--- src/rtl/midi_pkg.sv ---
// Shared MIDI constants and state encodings for the receiver, parser and voice table.
package midi_pkg;

  localparam logic [3:0] ST_OFF       = 4'h8;
  localparam logic [3:0] ST_ON        = 4'h9;
  localparam logic [7:0] REALTIME_MIN = 8'hF8;

  typedef enum logic [1:0] {
    RX_IDLE,
    RX_START,
    RX_DATA,
    RX_STOP
  } rx_state_e;

  typedef enum logic [1:0] {
    WAIT_STATUS,
    WAIT_D1,
    WAIT_D2
  } parse_state_e;

endpackage

--- src/rtl/midi_uart_rx.sv ---
// MIDI serial byte receiver: 2-flop synchroniser, start-bit glitch rejection,
// 8N1 framing with a one-cycle byte_valid or frame_err pulse per frame.
module midi_uart_rx
  import midi_pkg::*;
#(
  parameter int CLKS_PER_BIT = 128
) (
  input  logic       clk,
  input  logic       rst,
  input  logic       midi_in,
  output logic [7:0] rx_byte,
  output logic       byte_valid,
  output logic       frame_err
);

  localparam int CW = $clog2(CLKS_PER_BIT);
  localparam logic [CW-1:0] HALF_M1 = CW'(CLKS_PER_BIT / 2 - 1);
  localparam logic [CW-1:0] FULL_M1 = CW'(CLKS_PER_BIT - 1);

  logic [1:0]    sync;
  rx_state_e     state;
  logic [CW-1:0] cnt;
  logic [2:0]    bit_idx;
  logic [7:0]    shreg;

  assign rx_byte = shreg;

  always_ff @(posedge clk) begin
    if (rst) begin
      sync       <= 2'b11;
      state      <= RX_IDLE;
      cnt        <= '0;
      bit_idx    <= '0;
      shreg      <= '0;
      byte_valid <= 1'b0;
      frame_err  <= 1'b0;
    end else begin
      // NOTE: sequential state uses non-blocking assignments so every flop samples pre-edge values.
      sync       <= {sync[0], midi_in};
      byte_valid <= 1'b0;
      frame_err  <= 1'b0;
      case (state)
        RX_IDLE: begin
          cnt <= '0;
          if (!sync[1]) state <= RX_START;
        end
        RX_START: begin
          if (cnt == HALF_M1) begin
            cnt     <= '0;
            bit_idx <= '0;
            state   <= sync[1] ? RX_IDLE : RX_DATA;
          end else begin
            cnt <= cnt + 1'b1;
          end
        end
        RX_DATA: begin
          if (cnt == FULL_M1) begin
            cnt     <= '0;
            shreg   <= {sync[1], shreg[7:1]};
            bit_idx <= bit_idx + 1'b1;
            if (bit_idx == 3'd7) state <= RX_STOP;
          end else begin
            cnt <= cnt + 1'b1;
          end
        end
        RX_STOP: begin
          if (cnt == FULL_M1) begin
            cnt        <= '0;
            byte_valid <= sync[1];
            frame_err  <= !sync[1];
            state      <= RX_IDLE;
          end else begin
            cnt <= cnt + 1'b1;
          end
        end
        default: state <= RX_IDLE;
      endcase
    end
  end

endmodule

--- src/rtl/midi_poly_rx.sv ---
// MIDI front end: byte receiver, running-status note parser with channel filter,
// and a NUM_VOICES-slot polyphonic note table with optional voice stealing.
module midi_poly_rx
  import midi_pkg::*;
#(
  parameter int CLKS_PER_BIT = 128,
  parameter int NUM_VOICES   = 4,
  parameter bit STEAL        = 1'b1
) (
  input  logic                    clk,
  input  logic                    rst,
  input  logic                    midi_in,
  input  logic [3:0]              cfg_chan,
  input  logic                    cfg_omni,
  output logic                    ev_valid,
  output logic                    ev_on,
  output logic [6:0]              ev_note,
  output logic [6:0]              ev_vel,
  output logic [NUM_VOICES-1:0]   voice_act,
  output logic [7*NUM_VOICES-1:0] voice_note,
  output logic [7*NUM_VOICES-1:0] voice_vel,
  output logic [7:0]              led_out,
  output logic                    frame_err,
  output logic                    overflow
);

  localparam int VW = (NUM_VOICES > 1) ? $clog2(NUM_VOICES) : 1;

  logic [7:0]   rx_byte;
  logic         byte_valid;
  parse_state_e pstate;
  logic         status_on;
  logic [6:0]   note_lat;
  logic [6:0]   note_q [NUM_VOICES];
  logic [6:0]   vel_q  [NUM_VOICES];
  logic [VW-1:0] steal_ptr;

  midi_uart_rx #(.CLKS_PER_BIT(CLKS_PER_BIT)) u_rx (
    .clk        (clk),
    .rst        (rst),
    .midi_in    (midi_in),
    .rx_byte    (rx_byte),
    .byte_valid (byte_valid),
    .frame_err  (frame_err)
  );

  logic          ev_fire, new_on, chan_ok, hit, free;
  logic [VW-1:0] hit_idx, free_idx;

  // NOTE: every always_comb output gets a default first so no latch is inferred.
  always_comb begin
    ev_fire  = byte_valid && !rx_byte[7] && (pstate == WAIT_D2);
    new_on   = status_on && (rx_byte[6:0] != 7'd0);
    chan_ok  = cfg_omni || (rx_byte[3:0] == cfg_chan);
    hit      = 1'b0;
    hit_idx  = '0;
    free     = 1'b0;
    free_idx = '0;
    // Descending scan so the lowest matching index wins.
    for (int i = NUM_VOICES - 1; i >= 0; i--) begin
      if (voice_act[i] && note_q[i] == note_lat) begin
        hit     = 1'b1;
        hit_idx = VW'(i);
      end
      if (!voice_act[i]) begin
        free     = 1'b1;
        free_idx = VW'(i);
      end
    end
  end

  always_comb begin
    voice_note = '0;
    voice_vel  = '0;
    for (int i = 0; i < NUM_VOICES; i++) begin
      voice_note[7*i +: 7] = note_q[i];
      voice_vel[7*i +: 7]  = vel_q[i];
    end
  end

  always_ff @(posedge clk) begin
    if (rst) begin
      pstate    <= WAIT_STATUS;
      status_on <= 1'b0;
      note_lat  <= '0;
      ev_valid  <= 1'b0;
      ev_on     <= 1'b0;
      ev_note   <= '0;
      ev_vel    <= '0;
      voice_act <= '0;
      steal_ptr <= '0;
      led_out   <= '0;
      overflow  <= 1'b0;
      // NOTE: the voice table is a handful of flops that must read empty after reset, so it is reset explicitly.
      for (int i = 0; i < NUM_VOICES; i++) begin
        note_q[i] <= '0;
        vel_q[i]  <= '0;
      end
    end else begin
      ev_valid <= 1'b0;
      overflow <= 1'b0;

      if (frame_err) begin
        pstate <= WAIT_STATUS;
      end else if (byte_valid && rx_byte < REALTIME_MIN) begin
        if (rx_byte[7]) begin
          if (rx_byte[7:4] == ST_ON || rx_byte[7:4] == ST_OFF) begin
            status_on <= (rx_byte[7:4] == ST_ON);
            pstate    <= chan_ok ? WAIT_D1 : WAIT_STATUS;
          end else begin
            pstate <= WAIT_STATUS;
          end
        end else begin
          case (pstate)
            WAIT_D1: begin
              note_lat <= rx_byte[6:0];
              pstate   <= WAIT_D2;
            end
            WAIT_D2: pstate <= WAIT_D1;
            default: ;
          endcase
        end
      end

      if (ev_fire) begin
        ev_valid <= 1'b1;
        ev_on    <= new_on;
        ev_note  <= note_lat;
        ev_vel   <= rx_byte[6:0];
        if (new_on) begin
          led_out <= {1'b0, note_lat};
          if (hit) begin
            vel_q[hit_idx] <= rx_byte[6:0];
          end else if (free) begin
            voice_act[free_idx] <= 1'b1;
            note_q[free_idx]    <= note_lat;
            vel_q[free_idx]     <= rx_byte[6:0];
          end else begin
            overflow <= 1'b1;
            if (STEAL) begin
              note_q[steal_ptr] <= note_lat;
              vel_q[steal_ptr]  <= rx_byte[6:0];
              steal_ptr <= (steal_ptr == VW'(NUM_VOICES - 1)) ? '0 : steal_ptr + 1'b1;
            end
          end
        end else begin
          if (hit) begin
            voice_act[hit_idx] <= 1'b0;
            note_q[hit_idx]    <= '0;
            vel_q[hit_idx]     <= '0;
          end
          if (led_out[6:0] == note_lat) led_out <= '0;
        end
      end
    end
  end

endmodule
--- config.mk ---
export PLATFORM = sky130hd
export DESIGN_NAME = midi_poly_rx
export DESIGN_NICKNAME = d
export VERILOG_FILES = /design/src/rtl/midi_pkg.sv /design/src/rtl/midi_uart_rx.sv /design/src/rtl/midi_poly_rx.sv
export SDC_FILE = /design/constraint.sdc
export NUM_CORES = 1
export LEC_CHECK = 0
export BUFFER_PORTS_ARGS = -buffer_cell sky130_fd_sc_hd__buf_2
export CAP_MARGIN = 20
export CORE_MARGIN = 1
export CORE_UTILIZATION = 61
export CTS_CLUSTER_SIZE = 30
export DETAILED_ROUTE_END_ITERATION = 7
export PLACE_DENSITY = 0.9
export SLEW_MARGIN = 20
export SYNTH_ARGS = -nofsm -noshare
export SYNTH_HDL_FRONTEND = slang
export SYNTH_SLANG_ARGS = --single-unit
--- constraint.sdc ---
create_clock -name clk -period 4.6 [get_ports clk]
set_clock_uncertainty 0.15 [all_clocks]
set_input_delay 0.23 -clock clk [delete_from_list [all_inputs] [get_ports clk]]
set_output_delay 0.23 -clock clk [all_outputs]
set_load 0.01 [all_outputs]
Yosys cells after proc, flatten, opt, wreduce, memory -nomap -nowiden:

Memory sizes are Yosys's and may differ from the RTL's.
Index checks and enable logic that the tools add are counted.

* register bits: 65
* RAM bits: 56
* bits of input ports: 8
* output and inout port bits: 86
* word-level logic and storage cells: 187
* memories: 2

* add/sub/neg operators: 3
* order comparisons: 5
* eq/ne operators: 23
* muxes and demuxes: 87
* bitwise gates (word level): 10
* reduce and logical (&&, ||, !) cells: 39

Memories
* note_q: depth 4, bits a word 7, read ports 4, clocked after memory_dff 0, wr ports 4, line midi_poly_rx.sv:34 `logic [6:0] note_q [NUM_VOICES];`
* vel_q: depth 4, bits a word 7, read ports 4, clocked after memory_dff 0, wr ports 4, line midi_poly_rx.sv:35 `logic [6:0] vel_q [NUM_VOICES];`

Operators with widths (count)
* two-way mux 7 bit: 9
* two-way mux 2 bit: 22
* two-way mux 1 bit: 42
* OR reduction 7 bit: 6
* == test 7 bit: 5
* case mux 7 bit (3 select lines): 1
* two-way mux 4 bit: 4
* two-way mux 8 bit: 2
* AND reduction 4 bit: 4
* logical AND 1 bit: 10
* == test 2 bit, second input constant: 4
* == test 4 bit, second input constant: 2
* less-than comparator 8 bit, second input constant: 1
* inequality test 2 x 1 -> 1 bit, second input constant: 4
* case mux 2 bit (4 select lines): 1
* nonzero test 2 bit: 4
* adder 7 x 1 -> 7 bit, second input constant: 1
* == test 7 x 6 -> 1 bit, second input constant: 1
* == test 7 bit, second input constant: 1
* nonzero test 7 bit: 1
* less-than comparator 2 x 3 -> 1 bit, second input constant: 2
* two-way mux 3 bit: 2
* inverter 1 bit: 6
* case mux 3 bit (2 select lines): 1
* other kinds (22): 31

Depth between registers and ports, before layout:

Gate-level depths: netlist (run 1).
An unclocked memory read counts as a cell.

* word-level depth: 17
* mapped depth: 9

Cells and area by module:

A second synthesis (run 1) with hierarchy kept.

* cells, all modules: 509
* area total of the unflattened synthesis: 5278.8 sq um

Modules (own cells, without submodules)
* midi_poly_rx: times used 1, cells an instance 409, area an instance 4257.8 sq um
* midi_uart_rx: times used 1, cells an instance 100, area an instance 1021.0 sq um

Least setup slack after synthesis (run 1):

OpenSTA, ideal clock, no wires.

* path type: register to register
* from: register u_rx.shreg[5] (netlist: u_rx.rx_byte[5])
* to: memory note_q[1][0], enable pin
* library setup time: 0.381 ns
* arrival: 2.299 ns
* path slack: 1.770 ns
* stages on the path, launching flop included: 8
* cells stage by stage: dfxtp_1 > buf_2 > or4_4 > o41ai_4 > buf_6 > nor2_1 > a22o_1 > o21ai_0

RTL lines
* start: declaration: line midi_uart_rx.sv:24 `logic [7:0] shreg;`
* start signal: assignment: line midi_uart_rx.sv:59 `shreg <= {sync[1], shreg[7:1]};`
* end: declaration: line midi_poly_rx.sv:34

==> results of run 1 <==
-- synthesized netlist by cell type (2+ instances only) --
| library cell | n |
|---|---|
| dfxtp_1 | 64 |
| edfxtp_1 | 56 |
| nor2_1 | 50 |
| nand2_1 | 47 |
| nor3_1 | 38 |
| xnor2_1 | 29 |
| a21oi_1 | 25 |
| inv_1 | 25 |
| clkbuf_1 | 18 |
| mux2i_1 | 15 |
| xor2_1 | 15 |
| nor3_2 | 14 |
| nand3_1 | 13 |
| nand4_1 | 13 |
| o21ai_0 | 12 |
| ha_1 | 11 |
| buf_6 | 10 |
| a22oi_1 | 8 |
| o21ai_1 | 5 |
| a31oi_1 | 3 |
| buf_2 | 3 |
| buf_4 | 3 |
| nor4_1 | 3 |
| nor4b_1 | 3 |
| or2_2 | 3 |
| a211oi_1 | 2 |
| a311oi_1 | 2 |
| nand4_2 | 2 |
| nand4b_1 | 2 |
| nor2_2 | 2 |
| or4_4 | 2 |
-- kinds of logic (layout without fill, tap and decap cells) --
| kind of cell | Yosys count | in the layout |
|---|---|---|
| simple gates | 201 | 201 |
| xor+xnor | 44 | 44 |
| flops | 120 | 120 |
| mux | 15 | 15 |
| buf+inv | 60 | 155 |
| fa+ha+maj | 11 | 11 |
| other cells | 1 | 1 |
| compound gates | 76 | 76 |
-- through the flow --
step	setup WS [ns]	instance area, µm²
2_1_floorplan	1.77	5590
3_3_place_gp	1.30	5990
3_5_place_dp	1.04	5990
4_1_cts	1.00	6570
5_1_grt	0.700	6570
6_report	0.949	6570
-- worst paths after layout --
check	start	to	slack, ns	cells past startpoint
max reg2reg	note_lat[4]	note_q[0][5]	0.95	6
min reg2reg	u_rx.sync[0]	u_rx.sync[1]	0.28	1
min	cfg_chan[0]	pstate[0]	0.15	5
max	note_lat[4]	note_q[0][5]	0.95	6
-- layer usage --
| layer | part of all wire | wire [µm] | vias to the layer above | GRT usage |
|---|---|---|---|---|
| met5 | 0 | 0 | - | 0 |
| met1 | 0.39 | 5410 | 2147 | 0.373 |
| met3 | 0.093 | 1270 | 39 | 0.0755 |
| li1 | - | - | 2047 | - |
| met4 | 0.025 | 350 | 0 | 0.148 |
| met2 | 0.49 | 6700 | 255 | 0.474 |
-- report_power, final --
part | internal (µW) | switching (µW) | total [µW]
sequential | 1140 | 16.7 | 1160
combinational | 37.8 | 64.6 | 102
clock | 767 | 467 | 1230
-- tightest hold or removal path: cells and delay by family --
kind / cells / cell delay [ns]
AOI/OAI and AO/OA: 2 / 0.25
xor gates and xnor gates: 1 / 0.12
buffers and inverters: 1 / 0.11
and+or+nand+nor: 1 / 0.07
-- timing repair --
item | 4_1_cts | 5_1_grt
endpoints found under the hold margin | 6 | 0
resized for setup | 0 | 0
hold buffers | 3 | 0
setup buffers | 0 | 0
-- layout by cell type, fill, tap and decap left out, types with 3 or more instances in the layout --
| master | n |
|---|---|
| nand2_1 | 47 |
| dfxtp_1 | 64 |
| buf_2 | 92 |
| a22oi_1 | 8 |
| buf_4 | 3 |
| clkinv_2 | 4 |
| nor3_2 | 14 |
| nor3_1 | 38 |
| clkbuf_8 | 4 |
| inv_1 | 25 |
| nor2_1 | 50 |
| clkbuf_1 | 4 |
| mux2i_1 | 15 |
| o21ai_1 | 5 |
| nand3_1 | 13 |
| dlygate4sd3_1 | 3 |
| xnor2_1 | 29 |
| edfxtp_1 | 56 |
| nand4_1 | 13 |
| nor4_1 | 3 |
| o21ai_0 | 12 |
| a21oi_1 | 25 |
| or2_2 | 3 |
| a31oi_1 | 3 |
| clkbuf_16 | 18 |
| xor2_1 | 15 |
| ha_1 | 11 |
-- flip-flops by register name, summed over array words and instances (netlist names), 3 cells and up, named ones only --
signal / flops
voice_act: 4
led_out: 7
ev_note: 7
u_rx.bit_idx: 3
vel_q: 28
u_rx.rx_byte: 8
note_q: 28
u_rx.cnt: 7
ev_vel: 7
note_lat: 7
-- cell type report --
type / instances / area [µm²]
sequential: 120 / 2960
tap: 108 / 135
multi-input combinational: 348 / 2310
fill: 561 / 2230
inverter: 25 / 93.8
clock buffer: 26 / 520
timing repair buffer: 98 / 513
clock inverter: 6 / 32.5
==> flow_metrics.py, run 1 <==
metrics = {
    "critical_path": {
        "worstSetupPathType": "flip-flop to flip-flop",
        "worst_setup_path_start_kind": "flip-flop",
        "crit_slowest_cell": "o21ai_0",
        "path_buf_inv": 0,
        "cp-end-kind": "flip-flop",
        "required_ns": 4.60,
        "cpPeakStageDelay_ns": 0.85,
        "cp_data_arrival_time_ns": 3.65,
        "path_max_fanout": 17,
        "path_cells": "xnor2_1, nand4_1, nor2_1, nor4_4, a22oi_2, o21ai_0",
        "critPathTopFamily": "compound AO/OA/AOI/OAI gates",
    },
    "clock_tree": {
        "h-tree-depth": 4,
        "clk_latency_ns": 0.53,
        "numCtsBuffers": 17,
        "clock_sinks": 120,
        "cts_max_path_buffers": 2,
        "clk_pin_slew_ns": 0.06,
        "cts-root-buf": "clkbuf_8",
        "cts_tree": "done",
    },
    "synthesis": {
        "ys_seq_elements": 120,
        "syn_avg_cell_area_um2": 10.6,
        "yosys.area_share.simple": 0.192,
        "synthXorXnorAreaFrac": 0.0690,
        "synthArstFlopShare": 0,
        "ys_top_cells_by_area": "edfxtp_1 30%, dfxtp_1 23%, xnor2_1 4.5%",
        "ys_types": 61,
        "synth-edff-count": 56,
        "synth_mux_area_frac": 0.0269,
        "ys.flop_type": "dfxtp_1",
        "synth.yosys.seq_area_share": 0.530,
        "yosysWarningCount": 0,
        "synth_top_family_by_area": "simple AND/OR/NAND/NOR gates",
        "synth_compound_area_frac": 0.0997,
        "synth_fp_nets": 547,
        "synthAdderAreaFrac": 0.0246,
        "syn-instance-count": 528,
        "yosys.area.top_type_share": 0.301,
        "netlist.top_cell.by_area": "edfxtp_1",
        "syn-cell-area_um2": 5590,
    },
    "timing": {
        "hold_viol_final": 0,
        "layout_min_cycle_time_ns": 3.65,
        "fmax_mhz": 274,
        "fin_setup_tns_ns": 0,
        "grt_setup_unrepaired": "no",
        "setup_viol": 0,
        "slew_headroom": 0.272,
        "hold_ws_ns": 0.149,
        "slew_viol_final": 0,
        "tightest_slew_ns": 1.09,
        "fin_crit_sh": 0.794,
    },
    "global_routing": {
        "grt_use_total": 0.295,
        "grt_pass1_vias": 4283,
        "antenna_found_initial": 0,
        "grt_max_degree": 58,
        "grt_pass1_wl_um": 21700,
        "grt_overflow": 0,
    },
    "route": {
        "via_count": 4488,
        "drt-wirelength-per-cell_um": 18.8,
        "dr.first_iter.drc_count": 415,
        "drt-total-wl_um": 13700,
        "drtAntennaViolNets": 0,
        "drc": 12,
        "viasPerCell": 6.14,
        "firstDrtPassIters": 8,
    },
    "die": {
        "die_area_um2": 9550,
        "die_h_um": 97.7,
        "rows": 34,
        "ioPinCount": 94,
        "die_w_um": 97.7,
        "initial_core_util": 0.634,
        "coreArea_um2": 8810,
    },
    "finish": {
        "fin_util": 0.746,
        "nNetsFinal": 629,
        "diodes": 0,
        "drive_gt1_frac": 0.255,
        "syn_to_final_growth_pct": 17.6,
        "final_cells": 731,
    },
    "placed_design": {
        "port_buffers": 92,
        "hpwlAfterDp_um": 8990,
        "dp_cells": 696,
        "routabilityCongestion": 0.917,
    },
    "power_and_ir_drop": {
        "powerDensity_nw_per_um2": 379,
        "leakagePower_uw": 0.00258,
        "p_total_uw": 2490,
        "max-vdd-ir-drop_v": 0.000230,
    },
    "hold_path": {
        "hold_class": "input pin to flip-flop",
    },
    "status": {
        "violations": "DRC",
        "status": "finished, violations left",
    },
    "run": {
        "drv_cap": 0,
    },
}
(Power assumes the default switching activity.)
==> inputs of run 2 (changes only) <==
--- a/config.mk
+++ b/config.mk
@@ -5,13 +5,14 @@
 export SDC_FILE = /design/constraint.sdc
 export NUM_CORES = 1
 export LEC_CHECK = 0
+export ABC_AREA = 1
 export BUFFER_PORTS_ARGS = -buffer_cell sky130_fd_sc_hd__buf_2
 export CAP_MARGIN = 20
 export CORE_MARGIN = 1
-export CORE_UTILIZATION = 61
+export CORE_UTILIZATION = 57
 export CTS_CLUSTER_SIZE = 30
 export DETAILED_ROUTE_END_ITERATION = 7
-export PLACE_DENSITY = 0.9
+export PLACE_DENSITY = 0.84
 export SLEW_MARGIN = 20
 export SYNTH_ARGS = -nofsm -noshare
 export SYNTH_HDL_FRONTEND = slang
==> constraint.sdc (replaced) <==
create_clock -name clk -period 3.55 [get_ports clk]
set_clock_uncertainty 0.15 [all_clocks]
set_input_delay 0.1775 -clock clk [delete_from_list [all_inputs] [get_ports clk]]
set_output_delay 0.1775 -clock clk [all_outputs]
set_load 0.01 [all_outputs]
==> run 2 against run 1 <==
The run now ends clean. Sequential power increased by 32%. Power increased by 39%. Global-route usage decreased by 2.5 points. Flip-flop and latch count unchanged. Maximum frequency increased by 21%. Combinational power increased by 140%. First-iteration DRC count decreased by 27%. Area after synthesis increased by 3.4%. Clock-buffer cell count decreased by 1. Cell count increased by 24%. Register-to-register slack got worse by 0.41 ns. Critical endpoint is now note_q[3][6]. Highest routed layer unchanged.
==> flow_metrics.py, run 2 <==
metrics = {
    "status": {
        "status": "finished, final reports clean",
    },
    "finish": {
        "diodes": 0,
        "seqCellArea_um2": 2960,
        "drive_gt1_frac": 0.256,
        "n_fill_cell": 761,
        "final_cells": 907,
        "nNetsFinal": 780,
        "final_common_cell": "nand2_1",
        "final_cell_mix": "142 x nand2_1, 92 x buf_2, 86 x nor2_1",
        "multi_input_area_um2": 2360,
        "syn_to_final_growth_pct": 19.4,
    },
    "power_and_ir_drop": {
        "leakagePower_uw": 0.00306,
        "max-vdd-ir-drop_v": 0.000259,
        "powerDensity_nw_per_um2": 502,
    },
    "clock_tree": {
        "numCtsBuffers": 17,
        "cts-root-buf": "clkbuf_8",
        "h-tree-depth": 4,
        "clk_latency_ns": 0.53,
        "cts_resized": 0,
        "post-cts-setup-buffers": 0,
        "clock_sinks": 120,
        "clk_pin_slew_ns": 0.05,
        "cts_max_path_buffers": 2,
        "cts_tree": "done",
        "hold_buffers": 2,
    },
    "timing": {
        "fin_setup_tns_ns": 0,
        "slew_headroom": 0.509,
        "tightest_slew_ns": 0.733,
        "fin_crit_sh": 0.849,
        "grt_setup_unrepaired": "no",
        "setup_viol": 0,
        "hold_viol_final": 0,
        "layout_min_cycle_time_ns": 3.02,
        "fmax_mhz": 332,
        "slew_viol_final": 0,
    },
    "synthesis": {
        "ys_types": 43,
        "synth-edff-count": 56,
        "synth_fp_nets": 686,
        "yosys.area.top_type_share": 0.291,
        "ys.flop_type": "dfxtp_1",
        "ys_seq_elements": 120,
        "syn-instance-count": 667,
        "yosysMostFrequentCell": "nand2_1",
        "synth_common_cells": "142 x nand2_1, 87 x nor2_1, 71 x inv_1",
        "synthArstFlopShare": 0,
        "yosysWarningCount": 0,
        "syn-cell-area_um2": 5780,
        "netlist.top_cell.by_area": "edfxtp_1",
        "syn_avg_cell_area_um2": 8.66,
        "synth.yosys.seq_area_share": 0.513,
        "ys_top_cells_by_area": "edfxtp_1 29%, dfxtp_1 22%, nand2_1 9.2%",
    },
    "critical_path": {
        "required_ns": 3.56,
        "path_max_fanout": 11,
        "worstRegToRegCells": 14,
        "r2r-end": "note_q[3][6]",
        "worst_setup_path_start_kind": "flip-flop",
        "crit_path_start": "note_lat[0]",
        "path_cells": "inv_1, nand2_1, nand2_1, nor2_1, nand2_1, nor2_2, nor2_4, nand2_8, nor2_8, nand4_4, nand2_4, nor2_4, nand2_1, nor2_1",
        "timing.reg2reg.setup_slack_ns": 0.53,
        "critPathTopFamily": "simple AND/OR/NAND/NOR gates",
        "crit_slowest_cell": "dfxtp_1",
        "cpPeakStageDelay_ns": 0.68,
        "endpoint": "note_q[3][6]",
        "rr_startpoint": "note_lat[0]",
        "crit_top_cell": "nand2_1",
        "path_buf_inv": 1,
        "crit_cells": 14,
        "cp-end-kind": "flip-flop",
        "cp_data_arrival_time_ns": 3.02,
        "worstSetupPathType": "flip-flop to flip-flop",
    },
    "route": {
        "drt-wirelength-per-cell_um": 15.0,
        "drc": 0,
        "drtAntennaViolNets": 0,
        "viasPerCell": 5.25,
        "dr.first_iter.drc_count": 302,
        "via_count": 4759,
        "firstDrtPassIters": 5,
        "drt-total-wl_um": 13600,
    },
    "run": {
        "drv_cap": 0,
    },
    "die": {
        "ioPinCount": 94,
        "initial_core_util": 0.588,
        "rows": 36,
        "die_area_um2": 10500,
        "coreArea_um2": 9820,
        "die_h_um": 103,
        "die_w_um": 103,
    },
    "global_routing": {
        "grt_pass1_wl_um": 21200,
        "antenna_found_initial": 0,
        "grt_use_total": 0.271,
        "grt_max_degree": 32,
        "grt_overflow": 0,
        "grt_pass1_vias": 4361,
    },
    "placed_design": {
        "routabilityCongestion": 0.909,
        "dp_cells": 873,
        "port_buffers": 92,
        "hpwlAfterDp_um": 9920,
    },
    "hold_path": {
        "hold_class": "input pin to flip-flop",
        "hold_depth": 6,
    },
}
## run 2: cells by family after synthesis
| kind of cell | synth area share |
|---|---|
| AOI/OAI and AO/OA | 0.0838 |
| xor gates and xnor gates | 0.0182 |
| adders and majority gates | 0.0238 |
| buffers and inverters | 0.0797 |
| DFF | 0.513 |
| other | 0.000649 |
| and+or+nand+nor | 0.281 |
## run 2: area by class of cell
cell class,count,share of cell area
Multi-Input combinational cell,444,0.342
Tap cell,133,0.0241
Clock buffer,25,0.0718
Inverter,80,0.0457
Clock inverter,7,0.0131
Timing Repair Buffer,98,0.0740
Sequential cell,120,0.430
## run 2: how the worst min path moves through the flow
stage	slack, ns	to	start
2_1_floorplan	0.13	u_rx.sync[0]	midi_in
3_3_place_gp	0.21	u_rx.sync[0]	midi_in
3_5_place_dp	0.22	u_rx.sync[0]	midi_in
4_1_cts	0.01	pstate[0]	cfg_chan[1]
5_1_grt	0.08	led_out[2]	rst
6_report	0.02	pstate[0]	cfg_chan[1]
## run 2: routing by layer
| metal | GRT usage | vias up | part of all wire |
|---|---|---|---|
| li1 | - | 2331 | - |
| met1 | 0.355 | 2227 | 0.44 |
| met2 | 0.432 | 176 | 0.48 |
| met3 | 0.0624 | 25 | 0.062 |
| met4 | 0.112 | 0 | 0.019 |
| met5 | 0 | - | 0 |
## run 2: metrics by stage
stage	total power (µW)	utilization	hold slack, ns	setup WS [ns]	cell area (µm²)
finish	3460	0.702	0.0151	0.534	6900
global route	3570	0.702	0.0812	0.357	6900
global placement	1780	0.641	0.209	0.662	6290
CTS	3460	0.702	0.00968	0.573	6900
floorplan	1710	-	0.131	1.25	5780
detailed placement	1800	0.641	0.216	0.573	6290
## run 2: power breakdown
part	switching [µW]	total, µW	leakage (µW)	internal (µW)
clock	591	1690	0.000292	1090
combinational	161	247	0.00171	85.6
sequential	32.6	1530	0.00105	1490
total	785	3460	0.00306	2670
## run 2: worst register-to-register path, cell delays in order, from the launching register on
cell     delay [ns]
dfxtp_1        0.68
inv_1          0.16
nand2_1        0.09
nand2_1        0.06
nor2_1         0.10
nand2_1        0.07
nor2_2         0.18
nor2_4         0.09
nand2_8        0.11
nor2_8         0.06
nand4_4        0.10
nand2_4        0.09
nor2_4         0.12
nand2_1        0.07
nor2_1         0.51
==> inputs of run 3 (changes only) <==
--- a/config.mk
+++ b/config.mk
@@ -5,14 +5,14 @@
 export SDC_FILE = /design/constraint.sdc
 export NUM_CORES = 1
 export LEC_CHECK = 0
-export ABC_AREA = 1
+export ABC_AREA = 0
 export BUFFER_PORTS_ARGS = -buffer_cell sky130_fd_sc_hd__buf_2
 export CAP_MARGIN = 20
 export CORE_MARGIN = 1
-export CORE_UTILIZATION = 57
+export CORE_UTILIZATION = 56
 export CTS_CLUSTER_SIZE = 30
 export DETAILED_ROUTE_END_ITERATION = 7
-export PLACE_DENSITY = 0.84
+export PLACE_DENSITY = 0.83
 export SLEW_MARGIN = 20
 export SYNTH_ARGS = -nofsm -noshare
 export SYNTH_HDL_FRONTEND = slang
==> constraint.sdc (replaced) <==
create_clock -name clk -period 2.78 [get_ports clk]
set_clock_uncertainty 0.15 [all_clocks]
set_input_delay 0.139 -clock clk [delete_from_list [all_inputs] [get_ports clk]]
set_output_delay 0.139 -clock clk [all_outputs]
set_load 0.01 [all_outputs]
==> run 3 against run 2 <==
Worst hold slack improved by 0.013 ns. Design area fell by 0.27%. Flip-flop and latch count did not move. Largest cell class unchanged. Sequential power rose by 25%. Critical path type unchanged. Non-clock buffer count rose by 33. Via count fell by 5.5%.
==> flow_metrics.py, run 3 (synthesized netlist as in run 1, its figures left out) <==
metrics = {
    "status": {
        "status": "finished, final reports clean",
    },
    "critical_path": {
        "cp_data_arrival_time_ns": 2.78,
        "required_ns": 2.88,
        "timing.reg2reg.setup_slack_ns": 0.10,
        "worstSetupPathType": "flip-flop to flip-flop",
        "worst_setup_path_start_kind": "flip-flop",
        "worstRegToRegCells": 8,
        "path_max_fanout": 9,
        "r2r-end": "note_q[1][0]",
        "cp-end-kind": "flip-flop",
        "rr_startpoint": "note_q[2][2]",
    },
    "die": {
        "coreArea_um2": 9730,
        "die_w_um": 102,
        "die_h_um": 102,
        "rows": 36,
        "die_area_um2": 10400,
        "ioPinCount": 94,
        "initial_core_util": 0.574,
    },
    "placed_design": {
        "hpwlAfterDp_um": 9630,
        "routabilityCongestion": 0.974,
        "port_buffers": 92,
        "dp_cells": 754,
    },
    "route": {
        "firstDrtPassIters": 5,
        "via_count": 4495,
        "drc": 0,
        "viasPerCell": 5.70,
        "drtAntennaViolNets": 0,
        "dr.first_iter.drc_count": 349,
        "drt-total-wl_um": 13900,
        "drt-wirelength-per-cell_um": 17.6,
    },
    "global_routing": {
        "grt_use_total": 0.288,
        "grt_pass1_wl_um": 22000,
        "top_usage_layer": "met2",
        "grt_use_met2": 0.463,
        "antenna_found_initial": 0,
        "grt_overflow": 0,
        "grt.met1_usage": 0.360,
        "grt_max_degree": 36,
        "grt_pass1_vias": 4332,
        "grt_use_met3": 0.0869,
    },
    "power_and_ir_drop": {
        "switching_share": 0.210,
        "seqPwrFrac": 0.454,
        "p_total_uw": 4210,
        "powerDensity_nw_per_um2": 613,
        "leakagePower_uw": 0.00275,
        "clkPwrFrac": 0.505,
        "internal-power_uw": 3330,
        "max-vdd-ir-drop_v": 0.000560,
        "p_comb_frac": 0.041,
        "switching_power_uw": 886,
    },
    "clock_tree": {
        "post-cts-setup-buffers": 0,
        "cts-root-buf": "clkbuf_8",
        "cts_max_path_buffers": 2,
        "numCtsBuffers": 17,
        "clk_pin_slew_ns": 0.06,
        "clock_sinks": 120,
        "cts_tree": "done",
        "clk_latency_ns": 0.54,
        "h-tree-depth": 4,
    },
    "finish": {
        "n_fill_cell": 690,
        "final_common_cell": "buf_2",
        "diodes": 0,
        "final_cells": 789,
        "syn_to_final_growth_pct": 23.1,
        "final_cell_mix": "92 x buf_2, 62 x dfxtp_1, 56 x edfxtp_1",
        "drive_gt1_frac": 0.297,
        "nNetsFinal": 662,
    },
    "timing": {
        "tightest_slew_ns": 0.732,
        "slew_headroom": 0.507,
        "fin_setup_tns_ns": 0,
        "grt_setup_unrepaired": "no",
        "slew_viol_final": 0,
        "setup_viol": 0,
        "fin_crit_sh": 0.964,
        "layout_min_cycle_time_ns": 2.68,
        "hold_viol_final": 0,
        "fmax_mhz": 373,
    },
    "hold_path": {
        "hold_class": "input pin to flip-flop",
        "hp-start": "cfg_chan[1]",
        "whs_endpoint": "pstate[0]",
        "hold_depth": 5,
    },
    "run": {
        "drv_cap": 0,
    },
}
## run 3: area by class of cell
class	instances	area (µm²)	area share
clock buffers	22	443	0.0644
clock inverters	10	129	0.0187
inverters	25	93.8	0.0136
multi-input cells	348	2320	0.337
flip-flops and latches	120	2970	0.431
well taps	133	166	0.0242
repair buffers	131	761	0.111
## run 3: repair_timing
item,4_1_cts,5_1_grt
endpoints found under the hold margin,20,0
gates resized for setup,0,4
endpoints found under the setup margin,0,14
hold buffers,3,0
## run 3: critical path, cell delays in order, from the launching register on
cell and delay [ns]:
edfxtp_1 0.41, xor2_1 0.19, nor4_2 0.40, and4_4 0.34
nor4_4 0.06, buf_4 0.19, a22o_2 0.30, o21ai_1 0.16
buf_4 0.18
## run 3: how the worst max path moves through the flow
stage	from	to	slack [ns]	cells after the start
global route	note_q[2][2]	note_q[1][0]	0.01	8
detailed placement	note_lat[2]	note_q[2][2]	0.17	6
global placement	u_rx.rx_byte[2]	note_q[3][5]	0.24	7
finish	note_q[2][2]	note_q[1][0]	0.10	8
CTS	note_q[2][0]	note_q[2][2]	0.06	6
floorplan	u_rx.rx_byte[5]	vel_q[2][0]	0.02	8
## run 3: power groups by stage
| stage | combinational (µW) | sequential [µW] | clock [µW] |
|---|---|---|---|
| final | 173 | 1910 | 2130 |
| after global routing | 190 | 1910 | 2210 |
| after CTS | 172 | 1910 | 2130 |
| after detailed placement | 165 | 1950 | 0 |
| after global placement | 159 | 1940 | 0 |
| after floorplan | 84.3 | 1960 | 0 |
## run 3: through the flow
stage	util	instance area (µm²)	hold WS [ns]	setup slack [ns]
floorplan	-	5590	0.0928	0.0236
global placement	0.644	6270	0.173	0.243
detailed placement	0.644	6270	0.176	0.172
CTS	0.706	6870	0.0220	0.0589
global route	0.707	6880	0.0525	0.0110
finish	0.707	6880	0.0282	0.101
## run 3: layer usage
metal  part of all wire  up-vias  routed length, µm
met1               0.41     2153               5770
met4              0.021        0                295
met2               0.48      207               6720
met3              0.081       27               1120
li1                   -     2108                  -
met5                  0        -                  0
